**config.mk**
```make
export PLATFORM = sky130hd
export DESIGN_NAME = lab2_proc_fetch_inst_queue
export DESIGN_NICKNAME = d
export VERILOG_FILES = /design/src/rtl/lab2_proc_fetch_inst_queue.sv
export SDC_FILE = /design/constraint.sdc
export NUM_CORES = 1
export LEC_CHECK = 0
export BUFFER_PORTS_ARGS = -buffer_cell sky130_fd_sc_hd__buf_2
export CAP_MARGIN = 25
export CORE_MARGIN = 2
export CORE_UTILIZATION = 49
export CTS_CLUSTER_SIZE = 30
export DETAILED_ROUTE_END_ITERATION = 16
export GPL_ROUTABILITY_DRIVEN = 0
export GPL_TIMING_DRIVEN = 1
export MAX_ROUTING_LAYER = met4
export PLACE_DENSITY_LB_ADDON = 0.2
export RECOVER_POWER = 25
export SLEW_MARGIN = 20
export SYNTH_ARGS = -nofsm -noshare
export SYNTH_HDL_FRONTEND = slang
export SYNTH_SLANG_ARGS = --single-unit
```
**constraint.sdc**
```tcl
create_clock -name clk -period 3.25 [get_ports clk]
set_clock_uncertainty 0.05 [all_clocks]
set_input_delay 0.325 -clock clk [delete_from_list [all_inputs] [get_ports clk]]
set_output_delay 0.325 -clock clk [all_outputs]
set_load 0.01 [all_outputs]
```
**src/rtl/lab2_proc_fetch_inst_queue.sv**
```systemverilog
// Instruction queue between the imem response port and D; drops wrong-path
// responses after a squash. Optional zero-latency bypass: LAB2_PROC_FETCH_INST_QUEUE_BYPASS_EN.
module lab2_proc_fetch_inst_queue #(
  parameter int p_num_entries     = 2,
  parameter int p_max_outstanding = 2
) (
  input  logic                             clk,
  input  logic                             reset,
  input  logic                             imemreq_fire,
  output logic                             outstanding_full,
  input  logic                             imemresp_val,
  output logic                             imemresp_rdy,
  input  logic [31:0]                      imemresp_data,
  input  logic [31:0]                      imemresp_pc,
  input  logic                             squash,
  output logic                             inst_val_D,
  input  logic                             inst_rdy_D,
  output logic [31:0]                      inst_D,
  output logic [31:0]                      pc_D,
  output logic [$clog2(p_num_entries):0]   num_entries
);

  localparam int AW = $clog2(p_num_entries);
  localparam int CW = $clog2(p_max_outstanding + 1);
  localparam logic [AW:0]   FULL_CNT = (AW+1)'(p_num_entries);
  localparam logic [CW-1:0] MAX_OUT  = CW'(p_max_outstanding);

  logic [31:0]   inst_q [p_num_entries];
  logic [31:0]   pc_q   [p_num_entries];
  logic [AW-1:0] head_q, head_d, tail_q, tail_d;
  logic [AW:0]   occ_q, occ_d;
  logic [CW-1:0] outst_q, outst_d, drop_q, drop_d;

  logic full, empty, drop_pend, resp_acc, byp, enq, deq;

  always_comb begin
    full      = (occ_q == FULL_CNT);
    empty     = (occ_q == '0);
    drop_pend = (drop_q != '0);
`ifdef LAB2_PROC_FETCH_INST_QUEUE_BYPASS_EN
    byp       = empty & !drop_pend & !squash & imemresp_val;
`else
    byp       = 1'b0;
`endif
    // rdy depends only on registered state, never on inst_rdy_D
    imemresp_rdy     = drop_pend | !full;
    resp_acc         = imemresp_val & imemresp_rdy;
    inst_val_D       = (!empty & !squash) | byp;
    outstanding_full = (outst_q == MAX_OUT);
    num_entries      = occ_q;
`ifdef LAB2_PROC_FETCH_INST_QUEUE_BYPASS_EN
    inst_D = byp ? imemresp_data : inst_q[head_q];
    pc_D   = byp ? imemresp_pc   : pc_q[head_q];
`else
    inst_D = inst_q[head_q];
    pc_D   = pc_q[head_q];
`endif
    deq = !empty & !squash & inst_rdy_D;
    enq = resp_acc & !drop_pend & !squash & !(byp & inst_rdy_D);

    outst_d = outst_q + CW'(imemreq_fire) - CW'(resp_acc);
    if (squash) begin
      // everything still in flight after this cycle is wrong-path
      drop_d = outst_d;
      head_d = '0;
      tail_d = '0;
      occ_d  = '0;
    end else begin
      drop_d = drop_q - CW'(resp_acc & drop_pend);
      head_d = head_q + AW'(deq);
      tail_d = tail_q + AW'(enq);
      occ_d  = occ_q + (AW+1)'(enq) - (AW+1)'(deq);
    end
  end

  always_ff @(posedge clk) begin
    if (reset) begin
      head_q  <= '0;
      tail_q  <= '0;
      occ_q   <= '0;
      outst_q <= '0;
      drop_q  <= '0;
      for (int i = 0; i < p_num_entries; i++) begin
        inst_q[i] <= '0;
        pc_q[i]   <= '0;
      end
    end else begin
      head_q  <= head_d;
      tail_q  <= tail_d;
      occ_q   <= occ_d;
      outst_q <= outst_d;
      drop_q  <= drop_d;
      if (enq) begin
        inst_q[tail_q] <= imemresp_data;
        pc_q[tail_q]   <= imemresp_pc;
      end
    end
  end

`ifndef SYNTHESIS
  always @(posedge clk) begin
    if (!reset) begin
      assert (!(imemreq_fire && outstanding_full));
      assert (!(resp_acc && (outst_q == '0)));
    end
  end
`endif

endmodule
```
==> metrics.txt, run 1 <==
status finished clean; combinational fraction of design power a little under a tenth; Post-CTS Resized 0; Starting Density 50.09%; hold crit path type input port to register; initial antenna violation count 1; CP max FO 28; most frequent cell after synthesis edfxtp_1; WP data required ~3.5 ns; Synth Area in XOR/XNOR less than 1%; met3 global-route usage about 6%; core area 12010 um2; Clock Sinks 136; fin crit share 78.93%; Worst setup EP type register; routed len/inst 15.66 um; Syn Nets roughly 470; area grow syn2layout 22.06%; worst-skew pair later-pin latency 0.41 ns; die area 13180 um2; Num CTS Buffers 17; Flop pwr share 50.8%; DRC Markers 0; Sw Pwr 901.2 uW; total power about 4 mW; Slew Limit Fails 0; gr usage total 18.08%; RSZ-0062 raised after global routing false; Leak Pwr 3.070 nW; Max Freq 0.3898 GHz; Yosys cell types 27; Seq cells post-synth 136; pwr dens around 550 nW/um2; First DRT Iteration DRCs 165; fillers 964; crit-path cells or4b_1, nor4_1, clkbuf_1, and2_0; largest family of logic cells by synthesized area simple AND/OR/NAND/NOR gates; slowest stage cell, crit path clkbuf_1; mux contribution to synthesized area 11.98%; cts hold-fix bufs 0; Sw Share 22.11%; via count 3479; post-synth top area cell edfxtp_1; Internal Power 3.175 mW; Worst-Margin Slew 1.095 ns; Setup CP Type register to register; top-area cell type share of the netlist area 63.88%; CTS max path bufs 2; final setup vio count 0; TritonCTS clock tree yes; setup TNS 0 ns; main area contributors after synthesis edfxtp_1 64%, mux2_2 12%, and2_1 8.4%, and2_2 6.4%, dfxtp_1 2.7%; Syn Area/Cell 15.31 um2; CP startpoint kind register; Post-Synth Adder-Cell Area a little over 1%; Cell Area, Synth 6017 um2; Post-Synthesis Cells between 300 and 400; Hold Fails Final Rpt 0; Storage cell area ~4000 um2; Post-synth top cells 128 x edfxtp_1, 81 x and2_1, 64 x mux2_2; Worst-path clk slew 0.05 ns; simple-gate area share of the yosys netlist 17.11%; slowest stage delay, CP between 0.8 and 0.9 ns; number of synthesized flops with an enable pin 128; clock network fraction of design power 39.7%; setup repair bufs after CTS 0; H-tree depth 4; GR peak layer met2; routing usage on met2 between 30% and 40%; Final ANT Viol Nets 0; worst path bufs/invs 1; Std-Cell Rows 40; nets 612; share of layout cells above drive strength 1 52.28%; met1 Track Usage GR 20.65%; Multi-input gate area 1894 um2; register area share after synthesis about two thirds; WL final 10920 um; largest net degree at the start of global routing 67; total grt overflow 0; vias per inst 4.991; vias in the first global route 3589; min cycle time layout approximately 2.6 ns; VDD IR max roughly 0.31 mV; prevailing post-synth register cell edfxtp_1; first-pass GRT wire length 17210 um; Worst Path Arrival roughly 2.8 ns; DP HPWL slightly below 7000 um; Ys Warns 0; die width 114.8 um; ys async rst share 0%; Port Buf Inserts roughly 140; clock root cell clkbuf_16; die height ~110 um; IO Pins between 100 and 150; Slew headroom 27.01%; Detailed Routing Iterations Pass 1 4; max cap viols 0; critical path's top delay family simple AND/OR/NAND/NOR gates; area fraction in compound gates after synthesis 0.7902%
-- metal layers --
layer / share of wire, % / up-vias
met5: 0 / -
met4: 1.6 / 0
met3: 6.6 / 17
met2: 50 / 102
met1: 41 / 1681
li1: - / 1679
-- flip-flops by register name, summed over array words and instances, names as in the netlist --
register / flops
inst_q: 64
pc_q: 64
drop_q: 2
num_entries: 2
outst_q: 2
head_q: 1
tail_q: 1
-- power groups by stage --
stage	Clock, mW	Combinational [mW]	Sequential [mW]
final	1.62	0.386	2.07
after global routing	1.72	0.428	2.08
after CTS	1.66	0.400	2.07
after detailed placement	0	0.397	2.11
after global placement	0	0.391	2.10
after floorplan	0	0.228	2.10
-- cells by family after synthesis --
group                      count (synthesis)
and+or+nand+nor                          151
DFF                                      136
AOI/OAI and AO/OA                          7
muxes                                     64
adders and majority gates                  5
xor gates and xnor gates                   5
buffers and inverters                     25
-- through the flow --
stage / instance area, um2 / setup WS [ns] / hold WS [ns] / std cells / utilization, %
floorplan: 6020 / 0.3812 / 0.3701 / 393 / -
global route: 7345 / 0.4267 / 0.1432 / 697 / 61.15
CTS: 7377 / 0.8047 / 0.1244 / 696 / 61.42
detailed placement: 6879 / 0.7591 / 0.5258 / 665 / 57.27
global placement: 6879 / 0.7995 / 0.4964 / 665 / 57.27
finish: 7345 / 0.6847 / 0.1398 / 697 / 61.15
-- cell usage in the layout (no fill, tap or decap), drive strengths merged, types with 2 or more instances in the layout --
master / n
buf: 137
and2: 132
edfxtp: 128
mux2: 64
clkbuf: 29
dfxtp: 8
nor2: 7
clkinv: 7
inv: 5
ha: 5
nor2b: 4
xnor2: 3
clkinvlp: 3
nand2: 2
o21ai: 2
xor2: 2
-- path summary, 6_finish.rpt --
path	slack [ns]	cells after the start	startpoint	to
min	0.14	2	squash	drop_q[1]$_SDFF_PP0_
max reg2reg	0.68	4	drop_q[1]$_SDFF_PP0_	pc_q[0][12]$_SDFFCE_PN0P_
min reg2reg	0.50	2	tail_q$_SDFF_PP0_	tail_q$_SDFF_PP0_
max	0.68	4	drop_q[1]$_SDFF_PP0_	pc_q[0][12]$_SDFFCE_PN0P_
-- cell type report --
cell class              instances  share of cell area [%]
flip-flops and latches        136                   54.57
multi-input cells             232                   25.79
repair buffers                145                   10.07
clock buffers                  21                   5.997
well taps                     147                   2.504
clock inverters                10                  0.7836
inverters                       5                  0.2555
diodes                          1                 0.03407
Power figures use the tool's default switching activity.
==> run 2, diff against run 1 <==
CORE_UTILIZATION = 50   (was 49)
clock period = 2.5 ns   (was 3.25 ns; I/O delays follow)
==> metrics.txt, run 2 (synthesis results as in run 1) <==
IO Pins 139; vias in the first global route 3674; WL final 11440 um; commonest non-fill, non-tap cell in the layout buf_2; setup TNS 0 ns; FF-to-FF path depth 4; share of layout cells above drive strength 1 52.54%; nets 614; die width 113.7 um; Std-Cell Rows 40; highest-count cells in the layout ignoring fill and taps 136 x buf_2, 128 x edfxtp_1, 64 x mux2_2; hold depth 2; pwr dens 752.6 nW/um2; RSZ-0062 raised after global routing false; Hold Path Sink inst_q[0][10]$_SDFFCE_PN0P_; DP HPWL 7170 um; DRC Markers 0; Detailed Routing Iterations Pass 1 4; max cap viols 0; Final Non-Filler Cells 699; final setup vio count 0; core area between 10000 and 15000 um2; hold crit path type input port to register; min cycle time layout 2.296 ns; Starting Density 50.73%; CTS max path bufs 2; routed len/inst 16.37 um; CP max FO 34; largest net degree at the start of global routing between 60 and 70; VDD IR max 0.4853 mV; hold_sp imemresp_data[10]; vias per inst 5.039; FF-to-FF End pc_q[1][12]$_SDFFCE_PN0P_; R2R Path Start drop_q[1]$_SDFF_PP0_; TritonCTS clock tree yes; worst-skew pair later-pin latency ~0.4 ns; status finished clean; top flop regs inst_q (64), pc_q (64); Worst-Margin Slew 0.8909 ns; WP data required around 2.2 ns; via count 3522; first-pass GRT wire length 17960 um; die height roughly 110 um; initial antenna violation count 0; Max Freq between 0.4 and 0.5 GHz; r2r setup slk 0.22 ns; Worst setup EP type output pin; Port Buf Inserts between 100 and 150; cts hold-fix bufs 0; die area roughly 13000 um2; Setup CP Type register to output pin; clock root cell clkbuf_16; ANT cells 0; Worst-path clk slew 0.06 ns; fin crit share 91.86%; Worst Path Arrival 2.00 ns; Leak Pwr 3.145 nW; fillers ~900; Clock Sinks 136; total grt overflow 0; area grow syn2layout 24.25%; Slew Limit Fails 0; Final ANT Viol Nets 0; Slew headroom between 40% and 50%; H-tree depth 4; First DRT Iteration DRCs 165; gr usage total 19.15%; Num CTS Buffers 17; Hold Fails Final Rpt 0; Cells after DPL approximately 670; CP startpoint kind register
[run 2: cell types whose count changed in the layout (fill, tap and decap cells not counted), moves of 3 or more]
| cell | before | now |
|---|---|---|
| buf_12 | 1 | 4 |
| clkinv_2 | 7 | 3 |
| clkbuf_1 | 9 | 5 |
| and2_1 | 48 | 61 |
| bufinv_16 | 0 | 3 |
| and2_0 | 33 | 20 |
| clkinv_1 | 0 | 6 |
[run 2: layout make-up]
| cell class | count | area, um2 | share of cell area, % |
|---|---|---|---|
| flip-flops and latches | 136 | 4005 | 53.57 |
| well taps | 147 | 183.9 | 2.460 |
| clock inverters | 13 | 135.1 | 1.808 |
| inverters | 5 | 18.77 | 0.2510 |
| clock buffers | 19 | 432.9 | 5.791 |
| multi-input cells | 232 | 1901 | 25.42 |
| repair buffers | 147 | 799.5 | 10.69 |
[run 2: critical path, cell delays in order (launching register included)]
cell and delay, ns:
dfxtp_2 0.32, clkbuf_2 0.67, mux2_2 0.44, buf_2 0.15
[run 2: worst max-delay path by stage]
| stage | start | slack [ns] | cells after the start | end |
|---|---|---|---|---|
| global placement | squash | 0.24 | 5 | pc_q[0][30]$_SDFFCE_PN0P_ |
| global route | head_q$_SDFF_PP0_ | 0.07 | 3 | inst_D[19] |
| floorplan | drop_q[1]$_SDFF_PP0_ | 0.18 | 3 | inst_q[1][0]$_SDFFCE_PN0P_ |
| detailed placement | num_entries[1]$_SDFF_PP0_ | 0.14 | 9 | drop_q[1]$_SDFF_PP0_ |
| finish | head_q$_SDFF_PP0_ | 0.20 | 3 | inst_D[19] |
| CTS | num_entries[1]$_SDFF_PP0_ | 0.12 | 9 | drop_q[1]$_SDFF_PP0_ |
[run 2: stage by stage]
step | worst slack [ns] | area, um2 | hold WS [ns] | power, mW | util, %
final | 0.2036 | 7476 | 0.07280 | 5.627 | 63.03
after global routing | 0.06912 | 7476 | 0.05921 | 5.821 | 63.03
after CTS | 0.1172 | 7522 | 0.05216 | 5.693 | 63.42
after detailed placement | 0.1396 | 6954 | 0.4896 | 3.278 | 58.63
after global placement | 0.2433 | 6954 | 0.4780 | 3.260 | 58.63
after floorplan | 0.1832 | 6026 | 0.2953 | 3.025 | -
[run 2: timing repair]
action,in CTS,in global routing
endpoints found under the setup margin,0,1
gates resized for setup,0,1
setup buffers,0,0
[run 2: power by group]
group / leakage [nW] / switching (mW) / total, mW / internal (mW)
Sequential: 1.40 / 0.0424 / 2.69 / 2.65
Combinational: 1.47 / 0.274 / 0.519 / 0.245
Clock: 0.276 / 0.875 / 2.41 / 1.54
Total: 3.15 / 1.19 / 5.63 / 4.43
[run 2: per-layer routing]
metal,GRT usage (%),part of all wire (%),vias up
met1,22.22,43,1718
met3,5.420,5.7,16
met5,-,0,-
li1,-,-,1682
met2,31.50,50,106
met4,8.049,1.6,0
